===== config.mk =====
export PLATFORM = sky130hd
export DESIGN_NAME = hazard_forward_ctrl
export DESIGN_NICKNAME = d
export VERILOG_FILES = /design/src/rtl/hazard_forward_ctrl.sv
export SDC_FILE = /design/constraint.sdc
export NUM_CORES = 1
export LEC_CHECK = 0
export ABC_AREA = 1
export BUFFER_PORTS_ARGS = -buffer_cell sky130_fd_sc_hd__buf_2
export CAP_MARGIN = 20
export CORE_ASPECT_RATIO = 1.5
export CORE_UTILIZATION = 48
export CTS_CLUSTER_SIZE = 28
export DETAILED_ROUTE_END_ITERATION = 6
export PLACE_DENSITY = 0.79
export SETUP_SLACK_MARGIN = 0.05
export SLEW_MARGIN = 0
export SYNTH_ARGS = -nofsm -noshare
export SYNTH_HDL_FRONTEND = slang
export SYNTH_SLANG_ARGS = --single-unit

===== constraint.sdc =====
create_clock -name clk -period 1.6 [get_ports clk]
set_input_delay 0.16 -clock clk [delete_from_list [all_inputs] [get_ports clk]]
set_output_delay 0.16 -clock clk [all_outputs]
set_load 0.01 [all_outputs]

===== src/rtl/hazard_forward_ctrl.sv =====
// rtl/hazard_forward_ctrl.sv - pipeline hazard, forwarding, flush and memory-wait freeze control
module hazard_forward_ctrl #(
    parameter int REG_ADDR_W = 4,
    parameter int FWD_EN     = 1,
    parameter int MEM_WAIT   = 2,
    parameter int CNT_W      = 16
) (
    input  logic                  clk,
    input  logic                  rst,
    input  logic [REG_ADDR_W-1:0] id_src1,
    input  logic [REG_ADDR_W-1:0] id_src2,
    input  logic                  id_use_src1,
    input  logic                  id_use_src2,
    input  logic [REG_ADDR_W-1:0] exe_src1,
    input  logic [REG_ADDR_W-1:0] exe_src2,
    input  logic [REG_ADDR_W-1:0] exe_dest,
    input  logic                  exe_wb_en,
    input  logic                  exe_mem_read,
    input  logic [REG_ADDR_W-1:0] mem_dest,
    input  logic                  mem_wb_en,
    input  logic [REG_ADDR_W-1:0] wb_dest,
    input  logic                  wb_wb_en,
    input  logic                  mem_access,
    input  logic                  branch_taken,
    output logic                  hazard,
    output logic                  freeze,
    output logic                  flush,
    output logic [1:0]            fwd_sel_a,
    output logic [1:0]            fwd_sel_b,
    output logic [CNT_W-1:0]      stall_cnt,
    output logic [CNT_W-1:0]      flush_cnt,
    output logic [CNT_W-1:0]      wait_cnt
);

    localparam int WCNT_W    = (MEM_WAIT < 2) ? 1 : $clog2(MEM_WAIT + 1);
    localparam int WAIT_INIT = (MEM_WAIT > 0) ? MEM_WAIT - 1 : 0;

    typedef enum logic [1:0] {
        S_IDLE,
        S_WAIT,
        S_DONE
    } state_t;

    state_t            state;
    logic [WCNT_W-1:0] wcnt;
    logic              mem_freeze;
    logic              raw_hazard;
    logic              s1_exe, s2_exe, s1_mem, s2_mem;

    function automatic logic [1:0] fwd_pick(input logic [REG_ADDR_W-1:0] src);
        if (mem_wb_en && (mem_dest == src))
            return 2'b01;
        else if (wb_wb_en && (wb_dest == src))
            return 2'b10;
        else
            return 2'b00;
    endfunction

    // DONE is the single unfrozen cycle in which the access completes; a new access is not accepted there
    always_comb begin
        mem_freeze = 1'b0;
        case (state)
            S_IDLE:  mem_freeze = mem_access && (MEM_WAIT > 0);
            S_WAIT:  mem_freeze = 1'b1;
            default: mem_freeze = 1'b0;
        endcase
    end

    always_comb begin
        s1_exe     = id_use_src1 && exe_wb_en && (id_src1 == exe_dest);
        s2_exe     = id_use_src2 && exe_wb_en && (id_src2 == exe_dest);
        s1_mem     = id_use_src1 && mem_wb_en && (id_src1 == mem_dest);
        s2_mem     = id_use_src2 && mem_wb_en && (id_src2 == mem_dest);
        raw_hazard = 1'b0;
        if (FWD_EN != 0)
            raw_hazard = exe_mem_read && (s1_exe || s2_exe);
        else
            raw_hazard = s1_exe || s2_exe || s1_mem || s2_mem;
    end

    // Freeze outranks branch flush, which outranks the RAW stall
    always_comb begin
        hazard    = 1'b0;
        freeze    = 1'b0;
        flush     = 1'b0;
        fwd_sel_a = 2'b00;
        fwd_sel_b = 2'b00;
        if (!rst) begin
            freeze = mem_freeze;
            if (!mem_freeze) begin
                if (branch_taken)
                    flush = 1'b1;
                else
                    hazard = raw_hazard;
            end
            if (FWD_EN != 0) begin
                fwd_sel_a = fwd_pick(exe_src1);
                fwd_sel_b = fwd_pick(exe_src2);
            end
        end
    end

    always_ff @(posedge clk) begin
        if (rst) begin
            state <= S_IDLE;
            wcnt  <= '0;
        end else begin
            case (state)
                S_IDLE: begin
                    if (mem_access && (MEM_WAIT > 0)) begin
                        if (MEM_WAIT == 1) begin
                            state <= S_DONE;
                            wcnt  <= '0;
                        end else begin
                            state <= S_WAIT;
                            wcnt  <= WCNT_W'(WAIT_INIT);
                        end
                    end
                end
                S_WAIT: begin
                    if (wcnt <= WCNT_W'(1)) begin
                        state <= S_DONE;
                        wcnt  <= '0;
                    end else begin
                        wcnt <= wcnt - 1'b1;
                    end
                end
                S_DONE: state <= S_IDLE;
                default: begin
                    state <= S_IDLE;
                    wcnt  <= '0;
                end
            endcase
        end
    end

    always_ff @(posedge clk) begin
        if (rst) begin
            stall_cnt <= '0;
            flush_cnt <= '0;
            wait_cnt  <= '0;
        end else begin
            if (hazard && (stall_cnt != '1))
                stall_cnt <= stall_cnt + 1'b1;
            if (flush && (flush_cnt != '1))
                flush_cnt <= flush_cnt + 1'b1;
            if (freeze && (wait_cnt != '1))
                wait_cnt <= wait_cnt + 1'b1;
        end
    end

endmodule


Word-level counts from Yosys, hierarchy flattened
Cells that the tools add are included.
{"block": "word_totals", "wordCells": 59, "in_bits": 38, "output_inout_bits": 55, "reg_bits": 52}
{"block": "classes", "n_addsub": 4, "reduce_logical": 16, "mux": 19, "bitwise_logic": 1, "eq_ne": 13, "n_lt_le_gt_ge": 1}
{"cell": "adder 16 x 1 -> 16 bit, second input constant", "n": 3}
{"cell": "inequality test 16 bit, second input constant", "n": 3}
{"cell": "equality test 4 bit", "n": 6}
{"cell": "2-to-1 mux 2 bit", "n": 9}
{"cell": "logical AND 1 bit", "n": 12}
{"cell": "2-to-1 mux 1 bit", "n": 7}
{"cell": "one-hot mux 2 bit (3 select lines)", "n": 1}
{"cell": "inequality test 2 bit, second input constant", "n": 2}
{"cell": "one-hot mux 2 bit (2 select lines)", "n": 1}
{"cell": "AND reduction 2 bit", "n": 2}
{"cell": "equality test 2 x 1 -> 1 bit, second input constant", "n": 1}
{"cell": "equality test 2 bit, second input constant", "n": 1}
{"cell": "less-or-equal comparator 2 x 1 -> 1 bit, second input constant", "n": 1}
{"cell": "logical NOT 2 bit", "n": 1}
{"cell": "one-hot mux 1 bit (2 select lines)", "n": 1}
{"cell": "subtractor 2 x 1 -> 2 bit, second input constant", "n": 1}
{"cell": "logical OR 1 bit", "n": 1}
{"cell": "inverter 1 bit", "n": 1}

Logic depth before layout (Yosys ltp)
{"block": "depth", "ltp_word": 8, "ltp_mapped": 12}

Worst setup path before layout
No wires, ideal clock.
{"block": "synth_path", "path_type": "register to register", "start": "reg flush_cnt[0]", "end": "reg flush_cnt[2]", "slack_ps": -19, "path_stages_with_launch": 10, "synth_period_minus_slack_ps": 1619, "t_required_ps": 1533, "n_path_buf": 2, "t_arrival_ps": 1552, "cell_sequence": "dfxtp_1 -> ha_1 -> nand3_1 -> nor3_4 -> nand3_2 -> nand2_2 -> buf_6 -> buf_6 -> nand2_1 -> a21oi_2"}
{"block": "synth_via", "elab_chain_cells": 2, "word_cells_on_any_way": 3}
{"element": "start: declaration", "line": "31", "text": "output logic [CNT_W-1:0] flush_cnt,"}
{"element": "start signal: assignment", "line": "146", "text": "flush_cnt <= flush_cnt + 1'b1;"}
{"element": "parallel branches: the longest is 2 deep, another holds adder 16 x 1 -> 16 bit"}
Parallel ways; which one is timed is not known.
A chain may end at the register's enable or synchronous reset.

Worst setup path after layout
{"block": "layout_path", "start": "reg wait_cnt[1]", "end": "reg wait_cnt[8]"}
{"block": "layout_via", "elab_chain_cells": 2, "word_cells_on_any_way": 3}
{"element": "start: declaration", "line": "32", "text": "output logic [CNT_W-1:0] wait_cnt"}
{"element": "start signal: assignment", "line": "148", "text": "wait_cnt <= wait_cnt + 1'b1;"}
{"element": "parallel branches: the longest is 2 deep, another holds adder 16 x 1 -> 16 bit"}
Parallel ways; which one is timed is not known.

==> impl_metrics.env <==
export IMPL_wire_per_inst_um=12.1
export IMPL_n_fill_cell=574
export IMPL_grt_use_total=0.248
export IMPL_p_total_mw=2.55
export IMPL_skew_ns=0.00844
export IMPL_drc=9
export IMPL_drt_first_pass_iters=7
export IMPL_hold_start="rst"
export IMPL_worst_slew_pin_slew_ns=0.502
export IMPL_seq_area_mm2=0.00106
export IMPL_gp_congestion=0.873
export IMPL_drv_cap=0
export IMPL_cts_max_level=2
export IMPL_hpwl_mm=6.72
export IMPL_arrival_ns=1.81
export IMPL_synth_area_leaders="dfxtp_1 (30%), nand2_1 (18%), nor2_1 (9.6%), inv_1 (8.0%), xor2_1 (4.3%)"
export IMPL_ir_drop_mv=0.430
export IMPL_nNetsFinal=746
export IMPL_clk_pin_slew_ns=0.11
export IMPL_synthesis_area_mm2=0.00343
export IMPL_yosys_area_top_type="dfxtp_1"
export IMPL_finalCritPeriodShare=0.968
export IMPL_fmax_ghz=0.646
export IMPL_setup_violations_final=0
export IMPL_end_kind="flop"
export IMPL_die_area_mm2=0.00749
export IMPL_finish_utilization=0.693
export IMPL_p_int_mw=1.80
export IMPL_yosysWarningCount=0
export IMPL_hold_class="in2reg"
export IMPL_grt_pass1_wl_mm=15.2
export IMPL_synth_distinct_cells=32
export IMPL_routed_via_density=5.14
export IMPL_pwr_share_comb=0.163
export IMPL_cp_data_required_time_ns=1.86
export IMPL_hold_end="flush_cnt[2]"
export IMPL_layout_common_cells="nand2_1 (156), buf_2 (91), nor2_1 (77), inv_1 (71), buf_4 (49)"
export IMPL_worst_r2r_endpoint="wait_cnt[8]"
export IMPL_period_needed_ns=1.55
export IMPL_clock_sinks=52
export IMPL_p_per_area_mw_per_mm2=532
export IMPL_syn_inst=565
export IMPL_layout_setup_ws_ns=0.0516
export IMPL_grt_pass1_vias=3876
export IMPL_hold_depth=3
export IMPL_io_pins=93
export IMPL_wirelength_mm=9.49
export IMPL_yosysSeqAreaShare=0.304
export IMPL_drive_gt1_frac=0.320
export IMPL_antenna_cells=0
export IMPL_dieWidth_um=71.0
export IMPL_crit_fanout=8
export IMPL_drt_initial_drc_count=199
export IMPL_grt_start_max_net_pins=24
export IMPL_pre_cts_ws_ns=-0.0442
export IMPL_reg2reg_depth=10
export IMPL_multiInputGateArea_mm2=0.00225
export IMPL_synth_top_area_frac=0.304
export IMPL_portBuffers=92
export IMPL_route_vias_total=4029
export IMPL_slew_headroom=0.664
export IMPL_worstSetupPathType="reg2reg"
export IMPL_syn_nets=606
export IMPL_grt_setup_unrepaired="yes"
export IMPL_numCtsBuffers=5
export IMPL_placed_cell_area_mm2=0.00428
export IMPL_final_common_cell="nand2_1"
export IMPL_dp_cells=760
export IMPL_status="finished with violations"
export IMPL_start_util=0.497
export IMPL_power_share_clock=0.312
export IMPL_finalInstanceArea_mm2=0.00478
export IMPL_ff2ff_setup_slack_ns=0.05
export IMPL_start_kind="flop"
export IMPL_cts_root_buf="clkbuf_8"
export IMPL_num_rows=37
export IMPL_ant_nets=0
export IMPL_syn_avg_cell_area_um2=6.07
export IMPL_cts_hold_buffers=0
export IMPL_fin_cells=784
export IMPL_rr_startpoint="wait_cnt[1]"
export IMPL_p_sw_mw=0.745
export IMPL_ctsLongestPathBuffers=2
export IMPL_core_area_mm2=0.00690
export IMPL_p_seq_frac=0.525
export IMPL_area_growth_pct=39.5
export IMPL_switching_share=0.293
export IMPL_cts_tree="built"
export IMPL_hold_viol_final=0
export IMPL_ys_ff_latch=52
export IMPL_violations="design-rule violations"
export IMPL_maxSlewViolCount=0
export IMPL_grt_ovfl_total=0
export IMPL_p_leak_nw=2.32
export IMPL_die_h_um=106
export IMPL_antenna_found_initial=0
export IMPL_clk_latency_ns=0.33
power groups by stage:
stage	Clock, mW	Combinational, mW	Sequential [mW]
5_1_grt	0.870	0.457	1.34
4_1_cts	0.823	0.374	1.34
2_1_floorplan	0	0.197	1.37
3_5_place_dp	0	0.340	1.37
6_report	0.795	0.415	1.34
3_3_place_gp	0	0.326	1.37
metal layers:
metal / GRT usage / vias to the layer above / share of wire
met5: 0 / - / 0
met4: 0.100 / 0 / 0.022
met3: 0.0344 / 20 / 0.040
met2: 0.490 / 117 / 0.54
met1: 0.253 / 1830 / 0.40
li1: - / 2062 / -
how the worst max path moves through the flow:
| stage | to | cells after the start | start |
|---|---|---|---|
| after detailed placement | wait_cnt[11] | 9 | wait_cnt[0] |
| after global routing | stall_cnt[11] | 9 | stall_cnt[5] |
| after global placement | wait_cnt[10] | 9 | wait_cnt[0] |
| after floorplan | flush_cnt[2] | 9 | flush_cnt[0] |
| final | wait_cnt[8] | 10 | wait_cnt[1] |
| after CTS | wait_cnt[8] | 10 | wait_cnt[0] |
cell usage after synthesis:
| cell | count |
|---|---|
| a21oi_1 | 29 |
| a21oi_2 | 1 |
| a31oi_1 | 2 |
| buf_2 | 4 |
| buf_4 | 1 |
| buf_6 | 3 |
| clkbuf_1 | 8 |
| clkinv_2 | 1 |
| dfxtp_1 | 52 |
| ha_1 | 3 |
| inv_1 | 73 |
| inv_2 | 7 |
| nand2_1 | 166 |
| nand2_2 | 5 |
| nand2_4 | 1 |
| nand3_1 | 29 |
| nand3_2 | 2 |
| nand4_1 | 23 |
| nor2_1 | 88 |
| nor2_2 | 2 |
| nor3_1 | 16 |
| nor3_2 | 2 |
| nor3_4 | 2 |
| nor3b_1 | 3 |
| o2111ai_1 | 1 |
| o21ai_0 | 10 |
| o21ai_1 | 2 |
| o21bai_1 | 1 |
| o221ai_1 | 1 |
| o22ai_1 | 3 |
| xnor2_1 | 7 |
| xor2_1 | 17 |
cells by family (layout without fill, tap and decap cells):
kind of cell / after synthesis / in the layout / synth area share
AOI/OAI and AO/OA: 50 / 50 / 0.0788
xor gates and xnor gates: 24 / 24 / 0.0613
adders and majority gates: 3 / 3 / 0.0110
buffers and inverters: 97 / 237 / 0.116
DFF: 52 / 52 / 0.304
and+or+nand+nor: 339 / 340 / 0.430
metrics by stage:
step / TNS, ns / hold WS (ns)
after global routing: -0.177 / 0.243
after CTS: 0 / 0.224
final: 0 / 0.235
after floorplan: 0 / 0.425
after detailed placement: -0.224 / 0.472
after global placement: -0.00420 / 0.462
timing repair:
| item | in CTS | in global routing |
|---|---|---|
| resized for setup | 24 | 45 |
| setup buffers | 6 | 7 |
| endpoints found under the setup margin | 25 | 38 |
| pin swaps | 6 | 19 |
| cloned | 1 | 2 |
sequential cells by signal, summed over array words and instances, names as in the netlist:
register and flops:
flush_cnt 16, stall_cnt 16, wait_cnt 16, state 2, wcnt 2
worst max-delay path: stages (launching register included):
cell	delay, ns
dfxtp_4	0.39
ha_4	0.15
nand3_4	0.08
nor3_4	0.20
nand2_2	0.10
nand2_4	0.11
nand2_8	0.09
buf_12	0.16
nand3_2	0.05
nand2_1	0.05
nor2_1	0.09
final cells by class:
class,instances,area share
clock buffer,5,0.0144
clock inverter,3,0.00497
inverter,81,0.0667
multi-input combinational,417,0.471
sequential,52,0.222
tap,78,0.0204
timing repair buffer,147,0.199
timing repair inverter,1,0.00183
No activity file was read; power rests on OpenSTA's default activity.
